===== src/rtl/uart_frame_loader_if.sv =====
// uart_frame_loader_if: byte stream in from the UART receiver, PROM write
// port and status out. Parametrised to match the loader's word and address
// widths.
//
// Handshake: rx_ready_i is a one-cycle strobe from the receiver and
// rx_data_i is valid only in that cycle. There is no ready/backpressure
// path; the loader accepts every strobed byte. we_o is a one-cycle write
// strobe, and addr_o/data_o are valid only while it is high.
interface uart_frame_loader_if #(
  parameter int WORD_BYTES = 2,
  parameter int ADDR_BITS  = 6
);
  logic [7:0]              rx_data_i;
  logic                    rx_ready_i;
  logic                    we_o;
  logic [ADDR_BITS-1:0]    addr_o;
  logic [8*WORD_BYTES-1:0] data_o;
  logic                    busy_o;
  logic                    done_o;
  logic                    error_o;
  logic [2:0]              dbg_state_o;

  // Byte source / status consumer side.
  modport master (
    output rx_data_i, rx_ready_i,
    input  we_o, addr_o, data_o, busy_o, done_o, error_o, dbg_state_o
  );

  // Loader side.
  modport slave (
    input  rx_data_i, rx_ready_i,
    output we_o, addr_o, data_o, busy_o, done_o, error_o, dbg_state_o
  );
endinterface


===== src/rtl/uart_frame_loader.sv =====
// uart_frame_loader: parses framed PROM load packets from a UART byte stream
// (SYNC, ADDR_L, ADDR_H, CNT_L, CNT_H, payload, CSUM), assembles
// little-endian words and issues one-cycle PROM writes.
// Optional feature macro: UART_FRAME_TIMEOUT_EN adds an inter-byte timeout
// that aborts a frame after TIMEOUT_CYCLES idle clocks.
module uart_frame_loader #(
  parameter int         WORD_BYTES     = 2,
  parameter int         ROM_WORDS      = 42,
  parameter int         ADDR_BITS      = 6,
  parameter logic [7:0] SYNC_BYTE      = 8'hA5,
  parameter int         TIMEOUT_CYCLES = 6250
) (
  input logic               clk,
  input logic               reset,
  uart_frame_loader_if.slave bus
);

  localparam int         DW        = 8 * WORD_BYTES;
  localparam logic [1:0] LANE_LAST = 2'(WORD_BYTES - 1);
  localparam logic [15:0] ROM_END  = 16'(ROM_WORDS);
  localparam logic [15:0] ROM_LAST = 16'(ROM_WORDS - 1);

  // Reject parameter sets the datapath cannot represent.
  if (WORD_BYTES < 1 || WORD_BYTES > 4 || ADDR_BITS > 16 ||
      (2 ** ADDR_BITS) < ROM_WORDS || TIMEOUT_CYCLES < 1) begin : g_bad_params
    $error("uart_frame_loader: illegal parameter combination");
  end

  typedef enum logic [2:0] {
    IDLE  = 3'd0,
    ADDR0 = 3'd1,
    ADDR1 = 3'd2,
    CNT0  = 3'd3,
    CNT1  = 3'd4,
    DATA  = 3'd5,
    CSUM  = 3'd6
  } state_t;

  state_t               state_q, state_d;
  logic [15:0]          addr_q, addr_d;        // start / current word address
  logic [15:0]          cnt_q, cnt_d;          // words remaining
  logic [1:0]           lane_q, lane_d;        // byte lane within current word
  logic [DW-1:0]        word_q, word_d;        // word being assembled
  logic [7:0]           sum_q, sum_d;          // running checksum
  logic                 suppress_q, suppress_d;// frame address out of range
  logic                 done_q, done_d;
  logic                 error_q, error_d;
  logic                 busy_q;
  logic                 we_q, we_d;
  logic [ADDR_BITS-1:0] wr_addr_q, wr_addr_d;
  logic [DW-1:0]        wr_data_q, wr_data_d;
  logic                 timeout_hit;

`ifdef UART_FRAME_TIMEOUT_EN
  localparam int TW = $clog2(TIMEOUT_CYCLES + 1);
  logic [TW-1:0] idle_cnt_q, idle_cnt_d;

  // Idle counter: cleared by every byte, runs only while a frame is open.
  always_comb begin
    idle_cnt_d  = '0;
    timeout_hit = 1'b0;
    if (!bus.rx_ready_i && state_q != IDLE) begin
      if (idle_cnt_q == TW'(TIMEOUT_CYCLES - 1)) begin
        timeout_hit = 1'b1;
      end else begin
        idle_cnt_d = idle_cnt_q + TW'(1);
      end
    end
  end

  // Idle counter register.
  always_ff @(posedge clk) begin
    if (reset) idle_cnt_q <= '0;
    else       idle_cnt_q <= idle_cnt_d;
  end
`else
  assign timeout_hit = 1'b0;
`endif

  // Frame parser: next state, datapath updates and write strobe generation.
  always_comb begin
    state_d    = state_q;
    addr_d     = addr_q;
    cnt_d      = cnt_q;
    lane_d     = lane_q;
    word_d     = word_q;
    sum_d      = sum_q;
    suppress_d = suppress_q;
    done_d     = done_q;
    error_d    = error_q;
    we_d       = 1'b0;
    wr_addr_d  = wr_addr_q;
    wr_data_d  = wr_data_q;

    if (bus.rx_ready_i) begin
      unique case (state_q)
        IDLE: begin
          if (bus.rx_data_i == SYNC_BYTE) begin
            state_d    = ADDR0;
            done_d     = 1'b0;
            error_d    = 1'b0;
            sum_d      = 8'h00;
            suppress_d = 1'b0;
            lane_d     = 2'd0;
          end
        end
        ADDR0: begin
          addr_d  = {8'h00, bus.rx_data_i};
          sum_d   = sum_q + bus.rx_data_i;
          state_d = ADDR1;
        end
        ADDR1: begin
          addr_d[15:8] = bus.rx_data_i;
          sum_d        = sum_q + bus.rx_data_i;
          state_d      = CNT0;
        end
        CNT0: begin
          cnt_d   = {8'h00, bus.rx_data_i};
          sum_d   = sum_q + bus.rx_data_i;
          state_d = CNT1;
        end
        CNT1: begin
          cnt_d[15:8] = bus.rx_data_i;
          sum_d       = sum_q + bus.rx_data_i;
          suppress_d  = (addr_q >= ROM_END);
          lane_d      = 2'd0;
          state_d     = ({bus.rx_data_i, cnt_q[7:0]} == 16'h0000) ? CSUM : DATA;
        end
        DATA: begin
          // SYNC_BYTE is plain payload here; only the count ends DATA.
          sum_d = sum_q + bus.rx_data_i;
          word_d[8*lane_q +: 8] = bus.rx_data_i;
          if (lane_q == LANE_LAST) begin
            lane_d = 2'd0;
            if (!suppress_q) begin
              we_d      = 1'b1;
              wr_addr_d = addr_q[ADDR_BITS-1:0];
              wr_data_d = word_d;
            end
            addr_d = (addr_q == ROM_LAST) ? 16'h0000 : addr_q + 16'd1;
            cnt_d  = cnt_q - 16'd1;
            if (cnt_q == 16'd1) state_d = CSUM;
          end else begin
            lane_d = lane_q + 2'd1;
          end
        end
        CSUM: begin
          if (bus.rx_data_i == sum_q && !suppress_q) begin
            done_d  = 1'b1;
          end else begin
            error_d = 1'b1;
          end
          state_d = IDLE;
        end
        default: state_d = IDLE;
      endcase
    end else if (timeout_hit) begin
      // Abandon the frame; any partially assembled word is dropped.
      state_d = IDLE;
      error_d = 1'b1;
      done_d  = 1'b0;
      lane_d  = 2'd0;
    end
  end

  // State, datapath and registered output flops.
  always_ff @(posedge clk) begin
    if (reset) begin
      state_q    <= IDLE;
      addr_q     <= '0;
      cnt_q      <= '0;
      lane_q     <= '0;
      word_q     <= '0;
      sum_q      <= '0;
      suppress_q <= 1'b0;
      done_q     <= 1'b0;
      error_q    <= 1'b0;
      busy_q     <= 1'b0;
      we_q       <= 1'b0;
      wr_addr_q  <= '0;
      wr_data_q  <= '0;
    end else begin
      state_q    <= state_d;
      addr_q     <= addr_d;
      cnt_q      <= cnt_d;
      lane_q     <= lane_d;
      word_q     <= word_d;
      sum_q      <= sum_d;
      suppress_q <= suppress_d;
      done_q     <= done_d;
      error_q    <= error_d;
      busy_q     <= (state_d != IDLE);
      we_q       <= we_d;
      wr_addr_q  <= wr_addr_d;
      wr_data_q  <= wr_data_d;
    end
  end

  assign bus.we_o        = we_q;
  assign bus.addr_o      = wr_addr_q;
  assign bus.data_o      = wr_data_q;
  assign bus.busy_o      = busy_q;
  assign bus.done_o      = done_q;
  assign bus.error_o     = error_q;
  assign bus.dbg_state_o = state_q;

endmodule

===== src/flat_wrapper.sv =====
// flat-port wrapper written by rule: the top's interface ports become plain ports
module uart_frame_loader_flat 
#(
  parameter int         WORD_BYTES     = 2,
  parameter int         ROM_WORDS      = 42,
  parameter int         ADDR_BITS      = 6,
  parameter logic [7:0] SYNC_BYTE      = 8'hA5,
  parameter int         TIMEOUT_CYCLES = 6250
)
  (clk, reset, bus_rx_data_i, bus_rx_ready_i, bus_we_o, bus_addr_o, bus_data_o, bus_busy_o, bus_done_o, bus_error_o, bus_dbg_state_o);
  uart_frame_loader_if #(.WORD_BYTES(WORD_BYTES), .ADDR_BITS(ADDR_BITS)) bus_i ();
  input logic clk;
  input logic reset;
  input wire logic [$bits(bus_i.rx_data_i)-1:0] bus_rx_data_i;
  input wire logic [$bits(bus_i.rx_ready_i)-1:0] bus_rx_ready_i;
  output wire logic [$bits(bus_i.we_o)-1:0] bus_we_o;
  output wire logic [$bits(bus_i.addr_o)-1:0] bus_addr_o;
  output wire logic [$bits(bus_i.data_o)-1:0] bus_data_o;
  output wire logic [$bits(bus_i.busy_o)-1:0] bus_busy_o;
  output wire logic [$bits(bus_i.done_o)-1:0] bus_done_o;
  output wire logic [$bits(bus_i.error_o)-1:0] bus_error_o;
  output wire logic [$bits(bus_i.dbg_state_o)-1:0] bus_dbg_state_o;
  assign bus_i.rx_data_i = bus_rx_data_i;
  assign bus_i.rx_ready_i = bus_rx_ready_i;
  assign bus_we_o = bus_i.we_o;
  assign bus_addr_o = bus_i.addr_o;
  assign bus_data_o = bus_i.data_o;
  assign bus_busy_o = bus_i.busy_o;
  assign bus_done_o = bus_i.done_o;
  assign bus_error_o = bus_i.error_o;
  assign bus_dbg_state_o = bus_i.dbg_state_o;
  uart_frame_loader #(.WORD_BYTES(WORD_BYTES), .ROM_WORDS(ROM_WORDS), .ADDR_BITS(ADDR_BITS), .SYNC_BYTE(SYNC_BYTE), .TIMEOUT_CYCLES(TIMEOUT_CYCLES)) u_core (.clk(clk), .reset(reset), .bus(bus_i));
endmodule

===== config.mk =====
export PLATFORM = sky130hd
export DESIGN_NAME = uart_frame_loader_flat
export DESIGN_NICKNAME = d
export VERILOG_FILES = /design/src/rtl/uart_frame_loader_if.sv /design/src/rtl/uart_frame_loader.sv /design/src/flat_wrapper.sv
export SDC_FILE = /design/constraint.sdc
export NUM_CORES = 1
export LEC_CHECK = 0
export ABC_CLOCK_PERIOD_IN_PS = 2650
export CAP_MARGIN = 20
export CORE_ASPECT_RATIO = 1.75
export CORE_MARGIN = 3
export CORE_UTILIZATION = 30
export DETAILED_ROUTE_END_ITERATION = 6
export PLACE_DENSITY = 0.48
export SLEW_MARGIN = 20
export SYNTH_ARGS = -nofsm -noshare
export SYNTH_HDL_FRONTEND = slang
export SYNTH_SLANG_ARGS = --single-unit

===== constraint.sdc =====
create_clock -name clk -period 2.65 [get_ports clk]
set_input_delay 0.53 -clock clk [delete_from_list [all_inputs] [get_ports clk]]
set_output_delay 0.53 -clock clk [all_outputs]
set_load 0.01 [all_outputs]

== Word-level counts from Yosys, hierarchy flattened ==
Index checks and enable logic that the tools add are counted.
Storage, ports and cells
  register bits after elaboration: 88
  output and inout port bits: 29
  logic and storage cells: 94
Cells by class
  add/sub/neg operators: 5
  order comparisons: 1
  eq/ne operators: 15
  shifts and indexed selects: 2
  muxes and demuxes: 26
  bitwise gates (word level): 4
  reduce and logical (&&, ||, !) cells: 26
Operators with widths (number)
  $mux W16: 3
  $pmux W8 S2: 3
  $pmux W8 S3: 2
  $neg A5 Y34: 1
  $shift A8 B34 Y16 const A: 1
  $shiftx A8 B34 Y16: 1
  $reduce_and A3 Y1: 7
  $pmux W3 S6: 1
  $add A16 B1 Y16 const B: 1
  $bwmux W16: 1
  $eq A16 B1 Y1 const B: 1
  $eq A16 B6 Y1 const B: 1
  $ge A16 B6 Y1 const B: 1
  $logic_not A16 Y1: 1
  $sub A16 B1 Y16 const B: 1
  $mux W3: 4
  $reduce_and A4 Y1: 3
  $reduce_bool A3 Y1: 4
  $reduce_bool A2 Y1: 5
  $eq A3 B3 Y1 const B: 3
  $add A8 B8 Y8: 1
  $eq A8 B8 Y1: 1
  $eq A8 B8 Y1 const B: 1
  $mux W8: 1
  17 further kinds: 30

== Depth between registers and ports, before layout ==
  depth in word-level cells: 6
  depth in mapped cells: 9
  depth with buffers taken out: 8

== Least setup slack after synthesis ==
OpenSTA, ideal clock, no wires.
  path kind: input -> register
  start: in bus_rx_data_i[1]
  end: reg u_core.busy_q, in the netlist u_core.bus.busy_o
  arrival time: 1957 ps
  required time: 2523 ps
  setup slack: 566 ps
  cell stages on the path: 6
  path buffers: 1
  cells stage by stage: buf_6 or4_4 nor4_4 a21bo_1 a31oi_1 or3_1
On the way
  word-level cells in the longest chain between the ends: 5
  elaborated cells on any way between the ends: 7
  those cells by class: eq/ne (1); mux (4); reduce/logical (2)
RTL lines
  start, declared: line flat_wrapper.sv:14  | input wire logic [$bits(bus_i.rx_data_i)-1:0] bus_rx_data_i;
  $logic_not A16 Y1 or $eq A8 B8 Y1 (tied branches): line uart_frame_loader.sv:127, uart_frame_loader.sv:98
  $mux W2 or $mux W3 (tied branches): line uart_frame_loader.sv:127, uart_frame_loader.sv:98
  $pmux W3 S6 (*): line uart_frame_loader.sv:96  | unique case (state_q)
  $mux W3 (*): line uart_frame_loader.sv:95  | if (bus.rx_ready_i) begin
  $reduce_bool A3 Y1 (*): line uart_frame_loader.sv:192  | busy_q <= (state_d != IDLE);
  end signal, assigned: line uart_frame_loader.sv:192
  end, declared: line uart_frame_loader.sv:48  | logic busy_q;
Mark *: on every way between the ends. The rest lies on a longest branch, timed or not.
A chain may end at the register's enable or synchronous reset.

== Worst setup path in the final report ==
  start: in bus_rx_data_i[0]
  end: reg u_core.sum_q[6]
On the way
  word-level cells in the longest chain between the ends: 3
  elaborated cells on any way between the ends: 5
  those cells by class: add/sub (1); eq/ne (2); mux (1); reduce/logical (1)
RTL lines
  parallel branches: the longest is 3 deep, another holds $add A8 B8 Y8
  end signal, assigned: line uart_frame_loader.sv:188  | sum_q <= sum_d;
  end, declared: line uart_frame_loader.sv:44  | logic [7:0] sum_q, sum_d;
Parallel ways; which one is timed is not known.

==> qor_table.md <==
| Quantity | Value |
|---|---|
| Max-slew headroom | 0.594 |
| CTS root buffer | sky130_fd_sc_hd__clkbuf_16 |
| TritonCTS clock tree | yes |
| Cell area after synthesis | 0.00472 mm2 |
| Number of slew-limit violations in the final report | 0 |
| Sum of net half-perimeters after detailed placement | 11500 um |
| Fraction of power consumed by combinational cells | 0.054 |
| Fin util | 0.374 |
| Power per Cell Area | 471 mW/mm2 |
| Part of the power in the clock network | 0.474 |
| GRT Residual Overflow | 0 |
| Clock slew seen by the registers of the worst setup and hold paths | 0.07 ns |
| Post-synthesis to final-layout area growth | 21.9% |
| Bufs on Longest Clock Path | 2 |
| Worst EP arrival | 2.71 ns |
| Gates resized, CTS repair | 0 |
| Depth of the worst register-to-register path | 6 |
| Final setup vio count | 0 |
| Count of pins on the block boundary | 40 |
| Number of nets in the synthesized netlist | 635 |
| Die area | 0.0173 mm2 |
| DRT antenna net count | 0 |
| Share of post-route cells with drive strength above 1 | 0.0991 |
| DRC Markers | 0 |
| Switching part of the total | 0.262 |
| Number of cells produced by synthesis | 607 |
| Vias per cell | 5.65 |
| Number of placement rows | 60 |
| Clock latency on the worst-skew pair | 0.35 ns |
| Maximum capacitance violations | 0 |
| WP data required | 2.89 ns |
| Internal power component | 2.00 mW |
| Overall die height | 172 um |
| Placer Congestion | 0.857 |
| Setup crit end kind | flop |
| Std-Cell Core Area | 0.0154 mm2 |
| Startpoint types | input pin |
| Net Switching | 0.710 mW |
| Syn Area/Cell | 7.78 um2 |
| Number of optimization iterations in the first detailed-route pass | 4 |
| Wirelength, routed | 15500 um |
| Unique cell type count in the Yosys netlist | 63 |
| Synthesized flop and latch total | 85 |
| Horizontal extent of the die | 101 um |
| Final Net Count | 679 |
| Most area-consuming cells after synthesis | sky130_fd_sc_hd__dfxtp_1 36%, sky130_fd_sc_hd__a21oi_1 5.9%, sky130_fd_sc_hd__nor2_1 5.8% |
| Slew of the pin with the lowest slew margin | 0.604 ns |
| Pin count of the biggest net entering global routing | 36 |
| Sinks on the clock net | 85 |
| Number of warnings printed during yosys synthesis | 0 |
| Register share of total power | 0.472 |
| Leakage power | 1.96 nW |
| Setup CP Type | input pin to flop |
| Status | completed |
| Pre-CTS worst setup slack | -0.153 ns |
| Skew final | 0.00825 ns |
| Buffers added on ports | 39 |
| Class of the tightest hold or removal check | flop to flop |
| Final worst path period need | 2.47 ns |
| Area fraction of the dominant cell type after synthesis | 0.360 |
| Portion of the clock cycle consumed by the worst path in the final layout | 0.932 |
| RSZ-0062 raised after global routing | no |
| Worst hold stages | 2 |
| Total Neg Setup Slack | 0 ns |
| Register area share after synthesis | 0.360 |
| Top_reg_cell synth | sky130_fd_sc_hd__dfxtp_1 |
| Post-DR wirelength/cell | 18.4 um |
| EDFF count, synth | 0 |
| Peak VDD IR | 221 uV |
| Number of antenna violations at the first check in global routing | 0 |
| H-tree levels | 3 |
| Num CTS Buffers | 9 |
| Worst setup slack after layout | 0.181 ns |
| Starting DRT DRC Count | 254 |
| Post CTS Setup Buffer Count | 0 |
| Global-route wire length before repair | 25000 um |
| Peak Freq | 405 MHz |
| Initial Utilization | 0.307 |
| Vias after detailed routing | 4754 |
| Via count of the first global-routing pass | 4758 |
| CTS Hold Bufs | 0 |
| Total inserted antenna cells | 0 |
| Async set or reset register ratio after synthesis | 0 |
| Critical-path maximum fanout | 3 |
| Gr usage total | 0.183 |
| Yosys top cell by area | sky130_fd_sc_hd__dfxtp_1 |
| Count of final hold-check violations | 0 |
[metal layers]
metal | up-vias | routed length [um] | track usage
li1 | 2313 | - | -
met1 | 2284 | 5890 | 0.192
met2 | 124 | 8610 | 0.349
met3 | 33 | 522 | 0.0315
met4 | 0 | 510 | 0.0815
met5 | - | 0 | 0
[Yosys cell counts (all sizes together), types with 5 or more instances]
master  instances
nand2b          7
dfxtp          85
clkbuf         30
nand3          21
nand4           8
ha             16
a32oi           6
o211ai          5
nand3b          5
or4             7
buf            15
or3            10
and3            7
o21ai          32
inv            15
nor2b          16
nor3           15
a31oi          15
nand2          51
a22oi          11
nor4           10
a211oi         28
nor2           74
a21oi          56
a21o            9
[worst max-delay path, cell delays in order]
cell                              delay, ns
sky130_fd_sc_hd__clkdlybuf4s50_1       0.49
sky130_fd_sc_hd__ha_1                  0.18
sky130_fd_sc_hd__inv_1                 0.06
sky130_fd_sc_hd__fa_1                  0.40
sky130_fd_sc_hd__nand2b_1              0.17
sky130_fd_sc_hd__a21boi_0              0.33
sky130_fd_sc_hd__o211a_1               0.20
sky130_fd_sc_hd__nor3_1                0.05
sky130_fd_sc_hd__o41ai_1               0.30
[power groups by stage]
stage,Sequential (mW),Clock (mW),Combinational [mW]
2_1_floorplan,1.31,0,0.0667
3_3_place_gp,1.31,0,0.144
3_5_place_dp,1.31,0,0.145
4_1_cts,1.28,1.31,0.146
5_1_grt,1.28,1.37,0.156
6_report,1.28,1.28,0.145
[sequential cells by signal (all words and copies together), names as in the netlist]
name,cells
u_core.bus.done_o,1
u_core.addr_q,16
u_core.bus.we_o,1
u_core.bus.dbg_state_o,3
u_core.bus.error_o,1
u_core.bus.addr_o,6
u_core.bus.busy_o,1
u_core.lane_q,2
u_core.bus.data_o,16
u_core.sum_q,8
u_core.suppress_q,1
u_core.word_q,13
u_core.cnt_q,16
[final cells by class]
class / instances / area [um2]
clock buffer: 9 / 225
inverter: 15 / 56.3
tap: 186 / 233
fill: 1596 / 9640
sequential: 85 / 1700
multi-input combinational: 462 / 2770
timing repair buffer: 78 / 691
clock inverter: 7 / 75.1
[kinds of logic after synthesis]
family / count (synthesis) / synth area share
xor gates and xnor gates: 3 / 0.00557
AOI/OAI and AO/OA: 189 / 0.258
buffers and inverters: 60 / 0.0522
and+or+nand+nor: 250 / 0.271
DFF: 85 / 0.360
muxes: 3 / 0.00663
adders and majority gates: 17 / 0.0466
[per-stage QoR]
step	cell area, um2	instances	power, mW	hold WS (ns)
after detailed placement	5450	826	1.45	0.447
after global placement	5450	826	1.45	0.443
final	5750	842	2.71	0.456
after CTS	5750	842	2.74	0.458
after floorplan	4720	607	1.37	0.445
after global routing	5750	842	2.80	0.480
[cell usage in the layout (no fill, tap or decap), drive strengths merged, types with 4 or more instances in the layout]
master / n
o41ai: 4
o21ai: 32
a21oi: 56
buf: 40
nand2: 51
clkbuf: 9
o21a: 4
o211ai: 5
a31oi: 15
nand4: 8
inv: 19
nor2: 74
a211oi: 28
ha: 16
or4: 7
nand3b: 5
dfxtp: 85
nor4: 10
and3: 7
nor3: 15
a32oi: 6
nand3: 21
a21o: 9
or3: 10
nor2b: 16
a22oi: 11
nand2b: 7
clkdlybuf4s50: 38
[worst paths after layout]
| kind | startpoint | to | slack [ns] |
|---|---|---|---|
| worst max-delay path | bus_rx_data_i[0] | u_core.sum_q[6] | 0.18 |
| worst min-delay path | u_core.bus.addr_o[5] | u_core.bus.addr_o[5] | 0.46 |
| worst max register to register | u_core.addr_q[1] | u_core.addr_q[14] | 0.43 |
| worst min register to register | u_core.bus.addr_o[5] | u_core.bus.addr_o[5] | 0.46 |
(Power assumes the default switching activity.)
